### config.mk
export PLATFORM = sky130hd
export DESIGN_NAME = fiber_source_flat
export DESIGN_NICKNAME = d
export VERILOG_FILES = /design/src/rtl/fiber_source_if.sv /design/src/rtl/fiber_source.sv /design/src/flat_wrapper.sv
export SDC_FILE = /design/constraint.sdc
export NUM_CORES = 1
export LEC_CHECK = 0
export ABC_AREA = 0
export CAP_MARGIN = 25
export CORE_UTILIZATION = 40
export DETAILED_ROUTE_END_ITERATION = 8
export REMOVE_ABC_BUFFERS = 1
export SETUP_SLACK_MARGIN = 0.02
export SLEW_MARGIN = 10
export SYNTH_ARGS = -nofsm -noshare
export SYNTH_HDL_FRONTEND = slang
export SYNTH_SLANG_ARGS = --single-unit
### constraint.sdc
create_clock -name clock -period 7.65 [get_ports clock]
set_clock_uncertainty 0.15 [all_clocks]
set_input_delay 0.765 -clock clock [delete_from_list [all_inputs] [get_ports clock]]
set_output_delay 0.765 -clock clock [all_outputs]
set_load 0.02 [all_outputs]
### src/rtl/fiber_source_if.sv
// Loader-to-fiber_source write channel: one coordinate per accepted beat.
// Transfer on a rising clock edge when wr_valid && wr_ready; wr_coord/wr_last are meaningful only while wr_valid is high.
interface fiber_source_if;
  logic [63:0] wr_coord;
  logic        wr_last;
  logic        wr_valid;
  logic        wr_ready;

  modport master (output wr_coord, output wr_last, output wr_valid, input wr_ready);
  modport slave  (input wr_coord, input wr_last, input wr_valid, output wr_ready);
endinterface

### src/rtl/fiber_source.sv
// Leaf feeder for the merger tree: buffers one sorted fiber in a show-ahead FIFO and
// presents the head coordinate, or the END sentinel once the fiber has been consumed.
module fiber_source #(
  parameter int          DEPTH = 8,
  parameter logic [63:0] END   = 64'hFFFF_FFFF_FFFF_FFFF
) (
  input  logic                   clock,
  input  logic                   reset,
  fiber_source_if.slave          wr,
  output logic [63:0]            coord,
  output logic                   coord_valid,
  input  logic                   fetch_next,
  input  logic                   restart,
  output logic                   done,
  output logic [$clog2(DEPTH):0] occupancy,
  output logic                   err,
  output logic [1:0]             dbg_state
);

  localparam int            AW      = $clog2(DEPTH);
  localparam logic [AW:0]   CAP     = DEPTH[AW:0];
  localparam logic [AW:0]   CNT_ONE = 1;
  localparam logic [AW-1:0] PTR_ONE = 1;

  typedef enum logic [1:0] {
    S_FILL  = 2'd0,
    S_DRAIN = 2'd1,
    S_DONE  = 2'd2
  } state_t;

  state_t        state, state_nx;
  logic [64:0]   mem [DEPTH];
  logic [AW-1:0] rd_ptr, wr_ptr;
  logic [AW:0]   count;
  logic          push, pop, err_set;
  logic [63:0]   head_coord;
  logic          head_last;

  assign head_coord  = mem[rd_ptr][63:0];
  assign head_last   = mem[rd_ptr][64];
  assign wr.wr_ready = (state == S_FILL) && (count < CAP);
  assign push        = wr.wr_valid && wr.wr_ready;
  assign pop         = fetch_next && (count != '0) && (state != S_DONE);
  assign done        = (state == S_DONE);
  assign occupancy   = count;
  assign dbg_state   = state;

  // A held entry always wins; END is shown only as a valid sentinel in DONE.
  always_comb begin
    coord       = END;
    coord_valid = 1'b0;
    if (count != '0) begin
      coord       = head_coord;
      coord_valid = 1'b1;
    end else if (state == S_DONE) begin
      coord_valid = 1'b1;
    end
  end

  assign err_set = (fetch_next && !coord_valid) || (push && (wr.wr_coord == END));

  always_comb begin
    state_nx = state;
    if (restart) begin
      state_nx = S_FILL;
    end else begin
      case (state)
        S_FILL:  if (push && wr.wr_last) state_nx = S_DRAIN;
        S_DRAIN: if (pop && head_last)   state_nx = S_DONE;
        default: state_nx = state;
      endcase
    end
  end

  always_ff @(posedge clock or negedge reset) begin
    if (!reset) begin
      state  <= S_FILL;
      rd_ptr <= '0;
      wr_ptr <= '0;
      count  <= '0;
      err    <= 1'b0;
    end else if (restart) begin
      state  <= S_FILL;
      rd_ptr <= '0;
      wr_ptr <= '0;
      count  <= '0;
      err    <= 1'b0;
    end else begin
      state <= state_nx;
      if (push) wr_ptr <= wr_ptr + PTR_ONE;
      if (pop)  rd_ptr <= rd_ptr + PTR_ONE;
      case ({push, pop})
        2'b10:   count <= count + CNT_ONE;
        2'b01:   count <= count - CNT_ONE;
        default: count <= count;
      endcase
      if (err_set) err <= 1'b1;
    end
  end

  // Storage is not reset; count and pointers define which entries are live.
  always_ff @(posedge clock) begin
    if (push && !restart) mem[wr_ptr] <= {wr.wr_last, wr.wr_coord};
  end

endmodule

### src/flat_wrapper.sv
// flat-port wrapper written by rule: the top's interface ports become plain ports
module fiber_source_flat 
#(
  parameter int          DEPTH = 8,
  parameter logic [63:0] END   = 64'hFFFF_FFFF_FFFF_FFFF
)
  (clock, reset, coord, coord_valid, fetch_next, restart, done, occupancy, err, dbg_state, wr_wr_coord, wr_wr_last, wr_wr_valid, wr_wr_ready);
  fiber_source_if wr_i ();
  input  logic clock;
  input  logic reset;
  output logic [63:0] coord;
  output logic coord_valid;
  input  logic fetch_next;
  input  logic restart;
  output logic done;
  output logic [$clog2(DEPTH):0] occupancy;
  output logic err;
  output logic [1:0] dbg_state;
  input wire logic [$bits(wr_i.wr_coord)-1:0] wr_wr_coord;
  input wire logic [$bits(wr_i.wr_last)-1:0] wr_wr_last;
  input wire logic [$bits(wr_i.wr_valid)-1:0] wr_wr_valid;
  output wire logic [$bits(wr_i.wr_ready)-1:0] wr_wr_ready;
  assign wr_i.wr_coord = wr_wr_coord;
  assign wr_i.wr_last = wr_wr_last;
  assign wr_i.wr_valid = wr_wr_valid;
  assign wr_wr_ready = wr_i.wr_ready;
  fiber_source #(.DEPTH(DEPTH), .END(END)) u_core (.clock(clock), .reset(reset), .wr(wr_i), .coord(coord), .coord_valid(coord_valid), .fetch_next(fetch_next), .restart(restart), .done(done), .occupancy(occupancy), .err(err), .dbg_state(dbg_state));
endmodule
# ---- Word level (Yosys, flattened, before mapping)
# Memories as Yosys holds them, arrays and structs flattened.
# Index checks and enable logic that the tools add are counted.
dict set report totals {
  out_inout_bits 74
  ram_bits 520
  n_memories 1
  ff_bits 13
  wordCells 56
}
dict set report op_classes {
  n_lt_le_gt_ge 1
  n_reduce_logical 20
  n_mux 17
  addsub 4
  eq_ne 8
}
# name words word_bits read_ports rd_clocked_by_memory_dff write_ports line
set mem_list {}
lappend mem_list {u_core.mem 8 65 1 0 1 fiber_source.sv:32} ;# logic [64:0] mem [DEPTH];
# cell count
set op_table {}
lappend op_table {{64-bit equality test (second input constant)} 1}
lappend op_table {{64-bit two-way mux} 1}
lappend op_table {{3-bit two-way mux} 4}
lappend op_table {{1-bit logical AND} 9}
lappend op_table {{4-bit one-hot mux with 2 select lines} 1}
lappend op_table {{3-bit by 1-bit adder with 3-bit output (second input constant)} 2}
lappend op_table {{1-bit two-way mux} 6}
lappend op_table {{2-bit two-way mux} 3}
lappend op_table {{2-bit nonzero test} 3}
lappend op_table {{3-bit nonzero test} 2}
lappend op_table {{4-bit by 1-bit adder with 4-bit output (second input constant)} 1}
lappend op_table {{2-bit by 1-bit equality test with 1-bit output (second input constant)} 2}
lappend op_table {{2-bit equality test (second input constant)} 2}
lappend op_table {{4-bit less-than comparator (second input constant)} 1}
lappend op_table {{4-bit two-way mux} 1}
lappend op_table {{2-bit one-hot mux with 2 select lines} 1}
lappend op_table {{4-bit nonzero test} 1}
lappend op_table {{4-bit by 1-bit subtractor with 4-bit output (second input constant)} 1}
lappend op_table {{3-bit by 2-bit inequality test with 1-bit output (second input constant)} 1}
lappend op_table {{3-bit inequality test (second input constant)} 1}
lappend op_table {{3-bit AND reduction} 1}
lappend op_table {{1-bit zero test} 2}
lappend op_table {{2-bit zero test} 1}
lappend op_table {{2-bit inequality test (second input constant)} 1}
lappend op_table {{1-bit logical OR} 1}

# ---- Logic depth before layout (Yosys ltp)
dict set report depth {
  word_depth 8
  mapped_depth 9
}

# ---- Worst setup path after synthesis
# OpenSTA, ideal clock, no wires.
dict set report synth_path {
  kind {input to register}
  start {input port wr_wr_valid}
  end {memory u_core.mem[0][0] (enable)}
  t_arrival_ps 7809
  setup_time_ps 649
  cell_stages 3
  t_required_ps 6851
  slack_ps -958
  cell_sequence {nor4b_1 > nand2b_1 > nor4_1}
}
dict set report synth_via {
  elab_chain_len 4
}
# element line
set synth_lines {}
lappend synth_lines {{start, declared} flat_wrapper.sv:21} ;# input wire logic [$bits(wr_i.wr_valid)-1:0] wr_wr_valid;
lappend synth_lines {{1-bit logical AND} fiber_source.sv:42} ;# assign push = wr.wr_valid && wr.wr_ready;
lappend synth_lines {{1-bit logical AND} fiber_source.sv:103} ;# if (push && !restart) mem[wr_ptr] <= {wr.wr_last, wr.wr_coord};
lappend synth_lines {{1-bit two-way mux} fiber_source.sv:103}
lappend synth_lines {{1-bit two-way mux (not written as such)} fiber_source.sv:103}
lappend synth_lines {{end, declared} fiber_source.sv:32}
# No other way between the ends.

# ---- Worst setup path in the final report
dict set report layout_path {
  start {register u_core.rd_ptr[1]}
  end {output port coord[27]}
}
dict set report layout_via {
  elab_chain_len 2
}
# element line
set layout_lines {}
lappend layout_lines {{start, declared} fiber_source.sv:33} ;# logic [AW-1:0] rd_ptr, wr_ptr;
lappend layout_lines {{start signal, assigned} fiber_source.sv:91} ;# if (pop) rd_ptr <= rd_ptr + PTR_ONE;
lappend layout_lines {{memory read 8 x 65 bit} -}
lappend layout_lines {{64-bit two-way mux} fiber_source.sv:52} ;# if (count != '0) begin
lappend layout_lines {{end, declared} flat_wrapper.sv:11} ;# output logic [63:0] coord;
# No other way between the ends.

==> flow_metrics.tcl <==
set metrics [dict create \
    cts_hold_buf 0 \
    min_period_ns 4.41 \
    reg2reg_depth 5 \
    multiInputGateArea_sq_um 4450 \
    crit_family "buffers and inverters" \
    fin_util_pct 48.9 \
    seq_area_frac_synth_pct 77.6 \
    cts_setup_buffers 0 \
    routedWlPerCell_microns 23.7 \
    outcome "finished, final reports clean" \
    path_clk_slew_ns 0.06 \
    cts_tree "built" \
    cp_data_required_time_ns 6.73 \
    post_cts_resized 0 \
    r2r-end "u_core.mem[7][21]" \
    cp.arrival_ns 3.50 \
    worstSetupStartpointType "flop" \
    final_cells 1821 \
    cts_made_buffers 54 \
    powerDensity_nw_per_um2 328 \
    firstDrtPassIters 5 \
    cts.sinks 533 \
    ant_nets 0 \
    core-area_sq_um 50400 \
    worst-setup-path-type "flop to output port" \
    rows 82 \
    synthCells 935 \
    drc 0 \
    most-common-layout-cells "edfxtp_1, clkdlybuf4s50_1, mux4_2, nand2_1, mux2i_1" \
    slew_violations 0 \
    port_buffers 143 \
    hold_ws_ns 0.411 \
    slew_headroom_pct 34.7 \
    synth_edf_count 520 \
    totalWireLength_microns 43100 \
    leakage_nw 7.50 \
    place_congestion 0.744 \
    dieWidth_microns 229 \
    layout-drive-gt1-share_pct 21.1 \
    detailed_place_hpwl_microns 23500 \
    total_power_mw 8.07 \
    crit_buf_inv 2 \
    crit_path_end_kind "output port" \
    ys_warn_count 0 \
    drv_cap 0 \
    synth.avg_cell_area_sq_um 22.0 \
    vias 9685 \
    worst_path_max_delay_cell "dfrtp_4" \
    routed_via_density 5.32 \
    ys_async_sr_fraction_pct 2.44 \
    die_y_microns 229 \
    clk_latency_ns 0.59 \
    grt_pass1_vias 10379 \
    regArea_sq_um 16000 \
    placedCellCount 1719 \
    antenna_found_initial 4 \
    grt_pass1_wl_microns 65100 \
    rsz0062_at_grt "false" \
    final_hold_viol_count 0 \
    placed_cell_area_sq_um 22900 \
    fillCellCount 4118 \
    fmax_ghz 0.227 \
    final_common_cell "edfxtp_1" \
    final_area_sq_um 24600 \
    initial_core_util_pct 40.8 \
    critPathMaxStageDelay_ns 0.80 \
    vdd_drop_max_v 0.000182 \
    synth_cell_types 33 \
    drtIter0Drc 652 \
    grt_overflow 0 \
    final-setup-viol-count 0 \
    r2r_slack_ns 4.04 \
    r2r_start "u_core.occupancy[3]" \
    die-area_sq_um 52300 \
    hp-class "primary input to async pin" \
    crit_chain "buf_4 > mux4_2 > mux2i_1 > nand2_1 > clkdlybuf4s50_1" \
    ios 144 \
    synth-main-ff-cell "edfxtp_1" \
    final_nets 1178 \
    synthesis.area_sq_um 20600 \
    tightest_slew_ns 0.977 \
    timing.final.crit_share_pct 57.7 \
    cts_htree_levels 2 \
    clockRootBuffer "clkbuf_16" \
    area_growth_pct 19.8 \
    yosys_register_bits 533 \
    path_max_fanout 52 \
    grt_max_degree 74 \
    clockBufferDepth 3 \
    grt_usage_pct 16.7 \
]
-- kinds of logic (layout without fill, tap and decap cells) --
family,Yosys count,after routing,synth area share (%)
other cells,0,1,0
compound gates,16,16,0.475
mux,196,196,17.5
simple gates,128,128,2.94
fa+ha+maj,4,4,0.244
flops,533,533,77.6
xor+xnor,6,6,0.256
buf+inv,52,265,1.06
-- flip-flops by register name, summed over array words and instances (netlist names) --
register / cells
u_core.occupancy: 4
u_core.err: 1
u_core.rd_ptr: 3
u_core.wr_ptr: 3
u_core.dbg_state: 2
u_core.mem: 520
-- stage by stage --
stage,setup WS [ns],TNS [ns]
2_1_floorplan,-0.958,-62.25
3_3_place_gp,3.28,0
3_5_place_dp,3.30,0
4_1_cts,3.04,0
5_1_grt,2.97,0
6_report,3.24,0
-- layer usage --
layer / share of wire, % / up-vias / routed length [microns] / track usage, %
li1: - / 4252 / - / -
met4: 1.7 / 6 / 746 / 4.68
met5: 0.093 / - / 40 / 0
met1: 44 / 5176 / 19000 / 22.5
met2: 50 / 191 / 21600 / 28.0
met3: 3.8 / 60 / 1650 / 2.93
-- report_power, final --
group	switching [mW]	total (mW)	leakage, nW	internal (mW)
Clock	1.07	2.56	0.845	1.49
Sequential	0.0911	3.42	4.86	3.33
Combinational	1.08	2.09	1.79	1.01
-- final cells by class --
class,count,area share (%)
flip-flops and latches,533,64.8
multi-input cells,350,18.1
repair buffers,163,6.69
clock buffers,70,5.99
well taps,672,3.42
clock inverters,30,1.00
inverters,2,0.0305
diodes,1,0.0102
-- synth_stat cells, types with 2 or more instances --
library cell / number / area (sq um)
o21ai_0: 3 / 15.0
nand4_1: 19 / 119
clkbuf_1: 22 / 82.6
ha_1: 4 / 50.1
a31oi_1: 4 / 25.0
nor3_1: 7 / 35.0
o21a_1: 2 / 15.0
nand2_1: 71 / 267
dfrtp_1: 13 / 325
mux4_2: 130 / 2930
nand2b_1: 5 / 31.3
xor2_1: 5 / 43.8
nor4_1: 6 / 37.5
buf_2: 12 / 60.1
buf_1: 15 / 56.3
edfxtp_1: 520 / 15600
inv_1: 2 / 7.51
or4b_1: 2 / 20.0
mux2i_1: 65 / 651
a21oi_1: 4 / 20.0
nor2_1: 12 / 45.0
-- how the worst max path moves through the flow --
stage                                start                 to  cells after the start
after detailed placement       wr_wr_valid  u_core.mem[7][18]                      6
after global placement         wr_wr_valid  u_core.mem[7][18]                      6
after global routing      u_core.rd_ptr[0]          coord[11]                      5
after CTS                 u_core.rd_ptr[1]          coord[27]                      5
after floorplan                wr_wr_valid   u_core.mem[0][0]                      3
final                     u_core.rd_ptr[1]          coord[27]                      5
(Power assumes the default switching activity.)
==> edit 1 (config.mk and constraints unchanged) <==
Register the output `dbg_state` once more, cleared by the reset; this adds one clock of latency there. The other outputs are not delayed to match.
--- a/src/rtl/fiber_source.sv
+++ b/src/rtl/fiber_source.sv
@@ -43,7 +43,13 @@
   assign pop         = fetch_next && (count != '0) && (state != S_DONE);
   assign done        = (state == S_DONE);
   assign occupancy   = count;
-  assign dbg_state   = state;
+  always_ff @(posedge clock or negedge reset) begin
+    if (!reset) begin
+      dbg_state <= '0;
+    end else begin
+      dbg_state <= state;
+    end
+  end
 
   // A held entry always wins; END is shown only as a valid sentinel in DONE.
   always_comb begin
Formal check against the unedited RTL: not equivalent (Yosys sat finds a counterexample within 4 cycles, from zero or initial values and one cycle with reset low).
==> edit 1 against the unedited design <==
- non-clock buffer count stayed put
- routed wire length is 0.62% lower
- largest power group unchanged
- power is 0.98% higher
- worst setup slack worse by 0.17 ns
- final area is 0.37% higher
- fmax is 3.7% lower
- sequential cell count is 2 higher
- sequential share of layout area hardly changed
- die area is 0.24% higher
- area after synthesis is 0.24% higher
- count of clock-buffer cells in the layout is 11 lower
==> edit 1: results (changes against the unedited design) <==
* GRT Util Overall at 0.166 (-0.00160)
* Routed wire per std cell at 23.5 um (-0.84%)
* Max rail drop VDD at 0.195 mV (+7.6%)
* CTS Buffer Depth at 3 (unchanged)
* Top_reg_cell synth: edfxtp_1
* Synth area leaders: edfxtp_1 76%, mux4_2 14%, mux2i_1 3.2%
* CP Max Fanout at 114 (+120%)
* Share of layout cells above drive strength 1 at 0.214 (+0.00311)
* H-tree Lvls at 2 (unchanged)
* Worst-Margin Slew at 1.05 ns (+0.0724 ns)
* Setup repair bufs after CTS at 0 (unchanged)
* Hold path startpoint: u_core.state[0]
* Number of cells on the worst hold path at 0
* Net count, final at 1179 (+0.085%)
* Largest net degree at the start of global routing at 115 (+55%)
* Run status: finished clean
* EDFF count, synth at 520 (unchanged)
* Vias in the first global route at 10.2k (-2.0%)
* Clock-pin slew on the worst setup and hold paths at 0.06 ns (about the same)
* Global route total overflow at 0 (unchanged)
* First-pass GRT wire length at 64.5 mm (-0.93%)
* Sw frac at 0.274 (-0.00300)
* MaxCap Viol Count at 0 (unchanged)
* Reg2reg path depth at 5 (unchanged)
* Clock Latency Late Sink at 0.58 ns
* Global placer's final weighted congestion at 0.729 (-2.1%)
* Reg2Reg Setup Slack at 4.07 ns (+0.03 ns)
* Hold Crit Class: flip-flop to flip-flop
* Reg2Reg Capture Point: u_core.mem[5][49]
* # port buffers at 143 (unchanged)
* Clk root buf: clkbuf_16
* Initial antenna violation count at 5 (+1)
* Synth unique cells at 33 (unchanged)
* Vias post-DR at 9552 (-1.4%)
* DR pass1 iterations at 4 (-1)
* Worst path arrival time at 3.67 ns (+0.17 ns)
* DPL Wire Length at 22.9 mm (-2.5%)
* Dpl cell area at 22900 um2 (about the same)
* Post-synthesis sequential area ratio at 0.776 (about the same)
* Post-synth top cells: 520 x edfxtp_1, 130 x mux4_2, 71 x nand2_1
* Total CTS buffers at 53 (-1.9%)
* Crit Reg-Reg Startpoint: u_core.occupancy[3]
* First-iteration detailed-routing DRC count at 596 (-8.6%)
* Synth warnings at 0 (unchanged)
* Post-synth ARST share at 0.0280 (+0.00365)
* Leakage power at 7.55 nW (+0.65%)
* Max reg flops at 520 (unchanged)
==> edit 1: changes by cell type after synthesis, sizes merged <==
cell / change
dfrtp: +2
==> edit 1: critical path, cell delays in order (launching register included) <==
cell	delay, ns
dfrtp_4	0.68
buf_12	0.68
mux4_2	0.61
mux2i_1	0.15
nand2_1	0.14
clkdlybuf4s50_1	0.63
==> edit 1: worst max-delay path by stage <==
stage | startpoint | end | slack [ns] | cells past startpoint
6_report | u_core.rd_ptr[0] | coord[54] | 3.07 | 5
5_1_grt | u_core.rd_ptr[0] | coord[0] | 2.77 | 5
4_1_cts | u_core.rd_ptr[1] | coord[63] | 2.80 | 5
3_5_place_dp | wr_wr_valid | u_core.mem[5][57] | 3.27 | 6
3_3_place_gp | wr_wr_valid | u_core.mem[5][57] | 3.30 | 6
2_1_floorplan | wr_wr_valid | u_core.mem[0][0] | -0.96 | 3
==> edit 1: logic make-up after synthesis <==
kind of cell | count (synthesis) | share of synthesized area
buffers and inverters | 52 | 0.0106
adders and majority gates | 4 | 0.00243
and+or+nand+nor | 128 | 0.0293
xor gates and xnor gates | 6 | 0.00255
muxes | 196 | 0.174
AOI/OAI and AO/OA | 16 | 0.00474
DFF | 535 | 0.776
==> edit 1: area by class of cell <==
class	instances	area, um2
fillers	4168	25800
flip-flops and latches	535	16000
well taps	672	841
clock inverters	41	400
multi-input cells	350	4440
diodes	3	7.51
repair buffers	163	1610
clock buffers	59	1390
inverters	2	7.51
==> edit 1: routing by layer <==
layer	vias up	routed length (um)	GRT usage
li1	4252	-	-
met1	5059	18700	0.222
met2	181	21700	0.278
met3	56	1620	0.0313
met4	4	765	0.0446
met5	-	29	0
==> edit 1: per-stage QoR <==
stage	power [W]	setup TNS [ns]	std cells	hold slack, ns	setup WS [ns]
after global routing	0.00849	0	1825	0.376	2.77
after detailed placement	0.00562	0	1721	0.344	3.27
final	0.00815	0	1825	0.347	3.07
after global placement	0.00560	0	1721	0.338	3.30
after CTS	0.00827	0	1821	0.356	2.80
after floorplan	0.00491	-62.25	887	0.289	-0.958
==> edit 1: power by group through the flow <==
stage	registers, W	logic (W)	clock network [W]
6_report	0.00342	0.00207	0.00265
5_1_grt	0.00344	0.00224	0.00281
4_1_cts	0.00345	0.00211	0.00271
3_5_place_dp	0.00351	0.00211	0
3_3_place_gp	0.00350	0.00210	0
2_1_floorplan	0.00364	0.00127	0
==> edit 2 (same flow settings) <==
Without the edit above. `END` is set to 64'hFFFF_FFFF_FFFF_FFFF in 2 places; all go to 64'h8000000000000000.
--- a/src/rtl/fiber_source.sv
+++ b/src/rtl/fiber_source.sv
@@ -2,7 +2,7 @@
 // presents the head coordinate, or the END sentinel once the fiber has been consumed.
 module fiber_source #(
   parameter int          DEPTH = 8,
-  parameter logic [63:0] END   = 64'hFFFF_FFFF_FFFF_FFFF
+  parameter logic [63:0] END   = 64'h8000000000000000
 ) (
   input  logic                   clock,
   input  logic                   reset,
--- a/src/flat_wrapper.sv
+++ b/src/flat_wrapper.sv
@@ -2,7 +2,7 @@
 module fiber_source_flat 
 #(
   parameter int          DEPTH = 8,
-  parameter logic [63:0] END   = 64'hFFFF_FFFF_FFFF_FFFF
+  parameter logic [63:0] END   = 64'h8000000000000000
 )
   (clock, reset, coord, coord_valid, fetch_next, restart, done, occupancy, err, dbg_state, wr_wr_coord, wr_wr_last, wr_wr_valid, wr_wr_ready);
   fiber_source_if wr_i ();
Formal check against the unedited RTL: not equivalent (a bounded check fails within 4 cycles, from zero or initial values and one cycle with reset low).
==> edit 2 against the unedited design <==
- hold slack better by 0.016 ns
- power barely moved
- worst setup slack worse by 0.37 ns
- routed wire length down 1.1%
- final area down 0.40%
- register-to-register slack is essentially flat
- final cell count shrank 0.22%
- sequential cell count unchanged
- utilization fell by 0.19 points
- area after synthesis barely moved
- critical path type unchanged
- largest cell class unchanged
==> edit 2: results (changes against the unedited design) <==
* Run status: finished clean
* DPL Wire Length at 23.2 mm (-1.3%)
* Setup repair bufs after CTS at 0 (unchanged)
* CP Max Fanout at 58 (+12%)
* Global placer's final weighted congestion at 0.714 (-4.1%)
* First-pass GRT wire length at 65.2 mm (about the same)
* Synth warnings at 0 (unchanged)
* Met3 WL at 1.88 mm (+14%)
* Crit path max-delay cell type: dfrtp_4
* First-iteration detailed-routing DRC count at 760 (+17%)
* Clock Latency Late Sink at 0.58 ns
* Post-synth top cells: 520 x edfxtp_1, 130 x mux4_2, 78 x nor2_1
* Synth unique cells at 33 (unchanged)
* WL final at 42.6 mm (-1.1%)
* DR pass1 iterations at 5 (unchanged)
* Vias post-DR at 9509 (-1.8%)
* H-tree Lvls at 2 (unchanged)
* Register share of total power at 0.428 (+0.003)
* Relative max-transition margin at 0.354 (+0.00711)
* CTS Buffer Depth at 3 (unchanged)
* Leakage power at 7.43 nW (-0.89%)
* Clock-pin slew on the worst setup and hold paths at 0.06 ns (about the same)
* CTS resizes at 0 (unchanged)
* Max reg flops at 520 (unchanged)
* Largest net degree at the start of global routing at 90 (+22%)
* Met3 usage at 0.0327 (+0.00337)
* Worst path arrival time at 3.87 ns (+0.37 ns)
* Met1 wire length at 19.1 mm (+0.15%)
* Most flops, register: u_core.mem
* EDFF count, synth at 520 (unchanged)
* # port buffers at 143 (unchanged)
* Yosys top cell by area: edfxtp_1
* Total negative slack at 0 ns (unchanged)
* Met2 GRT Util at 0.271 (-0.00893)
* Max rail drop VDD at 0.307 mV (+69%)
* Dpl cell area at 22800 um2 (-0.15%)
* Post-synth ARST share at 0.0244 (unchanged)
* GR Layer Usage met1 at 0.230 (+0.00560)
* Total CTS buffers at 53 (-1.9%)
* F_max at 209 MHz (-7.7%)
* P_sw at 0.00227 W (+1.3%)
* Met2 wire len at 20.9 mm (-3.3%)
* Reg2Reg Setup Slack at 4.05 ns (about the same)
* Share of layout cells above drive strength 1 at 0.204 (-0.00713)
* Vias in the first global route at 10.3k (-0.32%)
* GRT Util Overall at 0.167 (about the same)
* Clk root buf: clkbuf_16
* Synth area leaders: edfxtp_1 76%, mux4_2 14%, mux2i_1 3.2%
* Slowest stage delay, CP at 1.00 ns (+0.20 ns)
* Initial antenna violation count at 2 (-2)
* Net count, final at 1176 (-0.17%)
* Post-synthesis sequential area ratio at 0.776 (about the same)
-- edit 2: worst max-delay path, delay by kind of cell (launching register included) --
family                 cells  cell delay [ns]
muxes                      2             0.41
buffers and inverters      2             1.48
DFF                        1             1.00
and+or+nand+nor            1             0.32
-- edit 2: worst paths after layout --
path	startpoint	to	cells past startpoint
setup / recovery	u_core.rd_ptr[1]	coord[44]	5
hold / removal	reset	u_core.err	1
setup reg to reg	u_core.occupancy[3]	u_core.mem[2][39]	4
hold reg to reg	u_core.err	u_core.err	2
max in group asynchronous	reset	u_core.rd_ptr[0]	1
min in group clock	u_core.err	u_core.err	2
-- edit 2: area by class of cell --
type | instances | area [um2]
Clock inverter | 26 | 229
Fill cell | 4018 | 25900
Multi-Input combinational cell | 351 | 4440
Antenna cell | 1 | 2.50
Clock buffer | 71 | 1440
Sequential cell | 533 | 16000
Inverter | 3 | 11.3
Timing Repair Buffer | 160 | 1600
Tap cell | 672 | 841
-- edit 2: cell families (layout without fill, tap and decap cells) --
family / after synthesis / after routing / share of synthesized area
XOR/XNOR: 8 / 8 / 0.00341
multiplexers: 197 / 197 / 0.175
adder cells (fa/ha/maj): 4 / 4 / 0.00244
AO/OA/AOI/OAI: 11 / 11 / 0.00317
buffers and inverters: 51 / 260 / 0.0104
flip-flops: 533 / 533 / 0.776
AND/OR/NAND/NOR: 131 / 131 / 0.0291
other: 0 / 1 / 0
-- edit 2: metrics by stage --
step	power, W	utilization	worst slack, ns	instances	hold WS [ns]
6_report	0.00807	0.487	2.87	1817	0.427
5_1_grt	0.00841	0.487	2.56	1816	0.479
4_1_cts	0.00818	0.486	2.73	1815	0.445
3_5_place_dp	0.00569	0.453	3.30	1718	0.430
3_3_place_gp	0.00568	0.453	3.30	1717	0.393
2_1_floorplan	0.00494	-	0.639	887	0.319
